==> src/rtl/keypad_scanner.sv <==
// rtl/keypad_scanner.sv - 4x4 matrix keypad scanner with debounce and one-cycle key strobe
// Optional auto-repeat while a key is held: define KEYPAD_AUTOREPEAT_EN.
module keypad_scanner #(
  parameter int SCAN_DIV        = 1000,
  parameter int DEBOUNCE_CYCLES = 20000
`ifdef KEYPAD_AUTOREPEAT_EN
  ,
  parameter int REPEAT_DELAY    = 5000000,
  parameter int REPEAT_RATE     = 1000000
`endif
) (
  input  logic       clk,
  input  logic       rst,
  input  logic [3:0] filas,
  output logic [3:0] columnas,
  output logic [3:0] caracter,
  output logic       tecla_valida,
  output logic       ocupado
);

  localparam int DW = $clog2(SCAN_DIV);
  localparam int BW = $clog2(DEBOUNCE_CYCLES);
  localparam logic [DW-1:0] DWELL_LAST = DW'(SCAN_DIV - 1);
  localparam logic [BW-1:0] DEB_LAST   = BW'(DEBOUNCE_CYCLES - 1);

  typedef enum logic [1:0] {SCAN, DEBOUNCE, HOLD, RELEASE} state_t;

  state_t          state, state_n;
  logic [3:0]      s1, fs;
  logic [1:0]      col, col_n;
  logic [1:0]      row, row_n;
  logic [DW-1:0]   dwell, dwell_n;
  logic [BW-1:0]   deb, deb_n;
  logic [3:0]      columnas_n, caracter_n;
  logic            valid_n, ocupado_n;
  logic            single;
  logic [1:0]      hit_row;
  logic [3:0]      row_pat;

`ifdef KEYPAD_AUTOREPEAT_EN
  localparam int RMAX = (REPEAT_DELAY > REPEAT_RATE) ? REPEAT_DELAY : REPEAT_RATE;
  localparam int RW   = $clog2(RMAX);
  localparam logic [RW-1:0] RD_LAST = RW'(REPEAT_DELAY - 1);
  localparam logic [RW-1:0] RR_LAST = RW'(REPEAT_RATE - 1);
  logic [RW-1:0] rpt, rpt_n;
  logic          armed, armed_n;
`endif

  function automatic logic [3:0] key_code(input logic [1:0] r, input logic [1:0] c);
    logic [3:0] code;
    case ({r, c})
      4'h0: code = 4'd1;
      4'h1: code = 4'd2;
      4'h2: code = 4'd3;
      4'h3: code = 4'd10;
      4'h4: code = 4'd4;
      4'h5: code = 4'd5;
      4'h6: code = 4'd6;
      4'h7: code = 4'd11;
      4'h8: code = 4'd7;
      4'h9: code = 4'd8;
      4'hA: code = 4'd9;
      4'hB: code = 4'd12;
      4'hC: code = 4'd14;
      4'hD: code = 4'd0;
      4'hE: code = 4'd15;
      default: code = 4'd13;
    endcase
    return code;
  endfunction

  // Only a single low row is a key; multiple low rows may be ghosts and are ignored.
  always_comb begin
    single  = 1'b1;
    hit_row = 2'd0;
    case (fs)
      4'b1110: hit_row = 2'd0;
      4'b1101: hit_row = 2'd1;
      4'b1011: hit_row = 2'd2;
      4'b0111: hit_row = 2'd3;
      default: single = 1'b0;
    endcase
  end

  assign row_pat = ~(4'b0001 << row);

  always_comb begin
    state_n    = state;
    col_n      = col;
    row_n      = row;
    dwell_n    = dwell;
    deb_n      = deb;
    caracter_n = caracter;
    valid_n    = 1'b0;
    ocupado_n  = ocupado;
    case (state)
      SCAN: begin
        if (dwell == DWELL_LAST) begin
          dwell_n = '0;
          if (single) begin
            row_n     = hit_row;
            ocupado_n = 1'b1;
            deb_n     = '0;
            state_n   = DEBOUNCE;
          end else begin
            col_n = col + 2'd1;
          end
        end else begin
          dwell_n = dwell + 1'b1;
        end
      end
      DEBOUNCE: begin
        if (fs == row_pat) begin
          if (deb == DEB_LAST) begin
            caracter_n = key_code(row, col);
            valid_n    = 1'b1;
            state_n    = HOLD;
          end else begin
            deb_n = deb + 1'b1;
          end
        end else begin
          ocupado_n = 1'b0;
          dwell_n   = '0;
          state_n   = SCAN;
        end
      end
      HOLD: begin
        if (fs == 4'hF) begin
          deb_n   = '0;
          state_n = RELEASE;
        end
      end
      RELEASE: begin
        if (fs != 4'hF) begin
          state_n = HOLD;
        end else if (deb == DEB_LAST) begin
          ocupado_n = 1'b0;
          col_n     = 2'd0;
          dwell_n   = '0;
          state_n   = SCAN;
        end else begin
          deb_n = deb + 1'b1;
        end
      end
      default: state_n = SCAN;
    endcase
`ifdef KEYPAD_AUTOREPEAT_EN
    // Repeat timer runs only while the key stays down in HOLD; any exit re-arms the long delay.
    rpt_n   = '0;
    armed_n = 1'b0;
    if (state == HOLD && fs != 4'hF) begin
      armed_n = armed;
      if ((!armed && rpt == RD_LAST) || (armed && rpt == RR_LAST)) begin
        valid_n = 1'b1;
        armed_n = 1'b1;
      end else begin
        rpt_n = rpt + 1'b1;
      end
    end
`endif
    columnas_n = ~(4'b0001 << col_n);
  end

  always_ff @(posedge clk) begin
    if (rst) begin
      state        <= SCAN;
      s1           <= 4'hF;
      fs           <= 4'hF;
      col          <= 2'd0;
      row          <= 2'd0;
      dwell        <= '0;
      deb          <= '0;
      columnas     <= 4'b1110;
      caracter     <= 4'd0;
      tecla_valida <= 1'b0;
      ocupado      <= 1'b0;
`ifdef KEYPAD_AUTOREPEAT_EN
      rpt          <= '0;
      armed        <= 1'b0;
`endif
    end else begin
      state        <= state_n;
      s1           <= filas;
      fs           <= s1;
      col          <= col_n;
      row          <= row_n;
      dwell        <= dwell_n;
      deb          <= deb_n;
      columnas     <= columnas_n;
      caracter     <= caracter_n;
      tecla_valida <= valid_n;
      ocupado      <= ocupado_n;
`ifdef KEYPAD_AUTOREPEAT_EN
      rpt          <= rpt_n;
      armed        <= armed_n;
`endif
    end
  end

endmodule

==> config.mk <==
export PLATFORM = sky130hd
export DESIGN_NAME = keypad_scanner
export DESIGN_NICKNAME = d
export VERILOG_FILES = /design/src/rtl/keypad_scanner.sv
export SDC_FILE = /design/constraint.sdc
export NUM_CORES = 1
export LEC_CHECK = 0
export BUFFER_PORTS_ARGS = -buffer_cell sky130_fd_sc_hd__buf_2
export CORE_UTILIZATION = 45
export DETAILED_ROUTE_END_ITERATION = 6
export PLACE_DENSITY = 0.6
export RECOVER_POWER = 25
export SKIP_CTS_REPAIR_TIMING = 1
export SLEW_MARGIN = 10
export SYNTH_ARGS = -nofsm -noshare
export SYNTH_HDL_FRONTEND = slang
export SYNTH_SLANG_ARGS = --single-unit
==> constraint.sdc <==
create_clock -name clk -period 2.5 [get_ports clk]
set_input_delay 0.25 -clock clk [delete_from_list [all_inputs] [get_ports clk]]
set_output_delay 0.25 -clock clk [all_outputs]
set_load 0.02 [all_outputs]
Word-level counts from Yosys, hierarchy flattened --
Memories as Yosys holds them, arrays and structs flattened. A register that Yosys moved wholly into a read port is not among the register bits. Cells that the tools add are included.
Operators by class: $lt $le $gt $ge 0, eq/ne operators 21, divide/modulo/power cells 0, multiplexer cells 34, $mul 0, add/subtract/negate cells 3, bitwise gates (word level) 4, reduce and logical (&&, ||, !) cells 10, shift-type cells 2
Operators by type and width (count):
- 15-bit two-way mux | 6
- 15-bit case mux with 4 select lines | 1
- 10-bit two-way mux | 4
- 10-bit case mux with 3 select lines | 1
- 2-bit two-way mux | 11
- 4-bit equality test, second input constant | 4
- 15-bit by 1-bit adder with 15-bit output, second input constant | 1
- 15-bit equality test, second input constant | 1
- 2-bit != test, second input constant | 7
- 10-bit by 1-bit adder with 10-bit output, second input constant | 1
- 10-bit equality test, second input constant | 1
- 5-bit AND reduction | 2
- 4-bit inverter | 2
- 2-bit case mux with 4 select lines | 1
- 1-bit by 2-bit left shift with 4-bit output, first input constant | 2
- 1-bit two-way mux | 7
- 3-bit != test, second input constant | 2
- 2-bit case mux with 3 select lines | 1
- 3-bit AND reduction | 2
- 6-bit AND reduction | 1
- 2-bit equality test, second input constant | 2
- 4-bit by 3-bit equality test with 1-bit output, second input constant | 1
- 4-bit equality test | 1
- 4-bit != test, second input constant | 1
- other kinds (10) | 11
Storage, ports and cells: memory bits (read-only) 64, latch bits 0, register bits 45, memories kept 1, logic and storage cells 85, bits in writable memories 0, output and inout bits 10, input bits 6
Memories:
- (name not given) | words 16, width 4, rd ports 1, clocked after Yosys merged registers in 1, write ports 0, line 51 | case ({r, c})

Longest topological paths before layout --
depth in word-level cells 8, depth in mapped cells 8, gate-level depth less buffers 7

Least setup slack after synthesis --
Ideal clock, no wire load.
kind flip-flop to flip-flop, from register deb[6], to register columnas[1], period minus slack after synthesis 2248 ps, required time 2375 ps, library setup time 125 ps, arrival 2122 ps, path buffers 0, stages on the path, launching flop included 7, slack 252 ps, cells stage by stage dfxtp_1 -> or4b_4 -> or4_4 -> o21a_4 -> a211oi_4 -> a2bb2oi_1 -> nand3_1
Between the ends: longest elaborated chain between the ends 6
Ends and longest elaborated chain:
- start: declaration | line 33 | logic [BW-1:0] deb, deb_n;
- start signal: assignment | line 188 | deb <= deb_n;
- 15-bit equality test | line 136 | end else if (deb == DEB_LAST) begin
- 2-bit two-way mux | line 136
- 2-bit two-way mux | line 134 | if (fs != 4'hF) begin
- 2-bit case mux with 2 select lines | line 96 | case (state)
- 1-bit by 2-bit left shift with 4-bit output | line 161 | columnas_n = ~(4'b0001 << col_n);
- 4-bit inverter | line 161
- end signal: assignment | line 189 | columnas <= columnas_n;
- end: declaration | line 15 | output logic [3:0] columnas,
No other way between the ends. A chain may end at the register's enable or synchronous reset.

Worst setup path in the final report --
from register deb[6], to register columnas[2]
Same word-level chain as after synthesis.

==> flow_summary.yaml <==
run_status:
  status: "completed"
critical_path:
  max_stage_delay_ns: 0.55
  startpoint: "deb[6]$_SDFFE_PP0P_"
  worstSetupEndpointType: "register"
  crit_path_start_kind: "register"
  timing.rr.start: "deb[6]$_SDFFE_PP0P_"
  crit_path_cell_trace: "or4b_4 -> or4_4 -> o21a_4 -> a211oi_4 -> nand4_1 -> a21o_1"
  worstPathArrival_ns: 2.56
  cp_max_fo: 6
  cp.required_ns: 2.70
  slowest_stage: "or4b_4"
  rrSetupSlack_ns: 0.13
  path_class: "reg2reg"
grt:
  grt_pass1_wl_um: 9120
  grt_max_degree: 31
  grt_usage_pct: 18.8
  antenna_found_initial: 0
  grt-ovfl-total: 0
  grt_pass1_vias: 2134
place:
  dp_hpwl_um: 3790
  io_buffers: 15
  globalplace.congestion: 0.802
worst_hold_path:
  min_path_type: "in2reg"
  min_from: "filas[3]"
routing:
  drt-initial-drc-count: 92
  routed_wl_um: 5220
  vias: 2237
  wl_per_cell_um: 12.9
  firstDrtPassIters: 4
  drc: 0
  detail_route.vias_per_cell: 5.52
  ant_nets: 0
logic_synthesis:
  synth_cell_types: 63
  synth_top_flop_cell: "dfxtp_1"
  postSynthAreaPerCell_um2: 8.50
  postSynthCellCount: 305
  synth_edf_count: 0
  yosysWarnings: 0
  async_reset_ff_share_pct: 0
  yosys-top-cells-area: "dfxtp_1 (38%), ha_1 (5.8%), a21oi_1 (5.0%)"
  synth_fp_nets: 323
  synth_area_um2: 2590
  synth_seq_cells: 49
  yosysSeqAreaShare_pct: 37.8
  synth_top_area_share_pct: 37.8
  yosys.area.top_type: "dfxtp_1"
timing:
  period_needed_ns: 2.37
  max_freq_ghz: 0.422
  setup_viol: 0
  finalCritPeriodShare_pct: 94.7
  report.final.slew_viol_count: 0
  fin_setup_tns_ns: 0
  finClkSkew_ns: 0.00922
  rsz0062_at_grt: "false"
  max_slew.worst_pin.slew_ns: 1.23
  hold_viol_final: 0
  slew_headroom_pct: 18.2
clocking:
  htree_num_levels: 2
  clk_latency_ns: 0.30
  cts-root-buf: "clkbuf_8"
  cts_buffer_depth: 2
  cts_tree: "done"
  cts_made_buffers: 5
  cts.sinks: 49
  clkTransAtPathRegs_ns: 0.09
floorplanning:
  dieArea_um2: 6070
  rows: 27
  coreArea_um2: 5540
  boundaryPins: 16
  die_h_um: 77.9
  initial_core_util_pct: 46.8
  dieWidth_um: 77.9
layout:
  final_layout_size_suffix_gt1_share_pct: 15.6
  area_growth_pct: 13.8
  mostFrequentLayoutCells: "dfxtp_1 (49), a21oi_1 (26), nor2_1 (26)"
  layout.nets: 350
  finish.utilization_pct: 53.2
  fill_cells: 528
  antenna_cells: 0
  final_common_cell: "dfxtp_1"
power_and_ir_drop:
  p_leak_nw: 1.05
  pwr_density_cell_nw_per_um2: 529
  peakVddDrop_mv: 0.266
job:
  cap_violations: 0
[worst max-delay path, delay by kind of cell (launching register included)]
family	cells	cell delay, ns
AOI/OAI and AO/OA	3	0.69
DFF	1	0.36
and+or+nand+nor	3	1.21
[final cells by class]
type,instances,area (um^2),share of cell area (%)
Sequential cell,49,981,33.3
Tap cell,72,90.1,3.05
Timing Repair Buffer,31,184,6.24
Clock buffer,7,86.3,2.93
Inverter,10,37.5,1.27
Clock inverter,1,30.0,1.02
Multi-Input combinational cell,235,1540,52.2
[path summary, 6_finish.rpt]
path / endpoint / cells past startpoint
max: columnas[2]$_SDFF_PP1_ / 6
min: s1[3]$_SDFF_PP1_ / 2
max reg2reg: columnas[2]$_SDFF_PP1_ / 6
min reg2reg: fs[2]$_SDFF_PP1_ / 1
[kinds of logic (layout without fill, tap and decap cells)]
group / after synthesis / after routing / share of synthesized area, %
and+or+nand+nor: 125 / 125 / 27.6
muxes: 6 / 6 / 2.32
adders and majority gates: 12 / 12 / 5.79
xor gates and xnor gates: 4 / 4 / 1.35
buffers and inverters: 21 / 49 / 3.28
AOI/OAI and AO/OA: 88 / 88 / 21.9
DFF: 49 / 49 / 37.8
[synthesized netlist by cell type, types with 8 or more instances]
library cell  instances
or3_1                12
nand3_1              10
dfxtp_1              49
a21oi_1              26
ha_1                 12
o21ai_0              17
nor2_1               26
o21ai_1              14
clkbuf_1              8
nand2_1              19
inv_1                10
nand2b_1              8
or2_2                 9
[layer usage]
layer	global-route usage, %	part of all wire, %	up-vias
li1	-	-	1169
met1	22.8	49	1037
met2	32.2	46	24
met3	4.00	2.8	7
met4	7.59	1.9	0
met5	0	0	-
[per-stage QoR]
stage	hold WS, ns	total power [mW]	cell area [um^2]	worst slack [ns]	cells
after floorplan	0.354	0.950	2590	0.252	305
after global routing	0.121	1.63	2950	0.0180	405
final	0.130	1.56	2950	0.133	405
after global placement	0.390	0.995	2830	0.147	397
after CTS	0.112	1.59	2950	0.104	405
after detailed placement	0.397	0.996	2830	0.120	397
[where the power goes]
group | switching, mW | total, mW | internal, mW | leakage [nW]
registers | 0.0155 | 0.814 | 0.799 | 0.397
clock network | 0.253 | 0.579 | 0.326 | 0.0585
logic | 0.0954 | 0.165 | 0.0698 | 0.594
[sequential cells by signal (all words and copies together) (netlist names)]
name          flops
dwell            10
caracter          4
fs                4
col               2
tecla_valida      1
columnas          4
state             2
row               2
s1                4
deb              15
ocupado           1
Note: power is estimated with default switching activity, not from simulation.
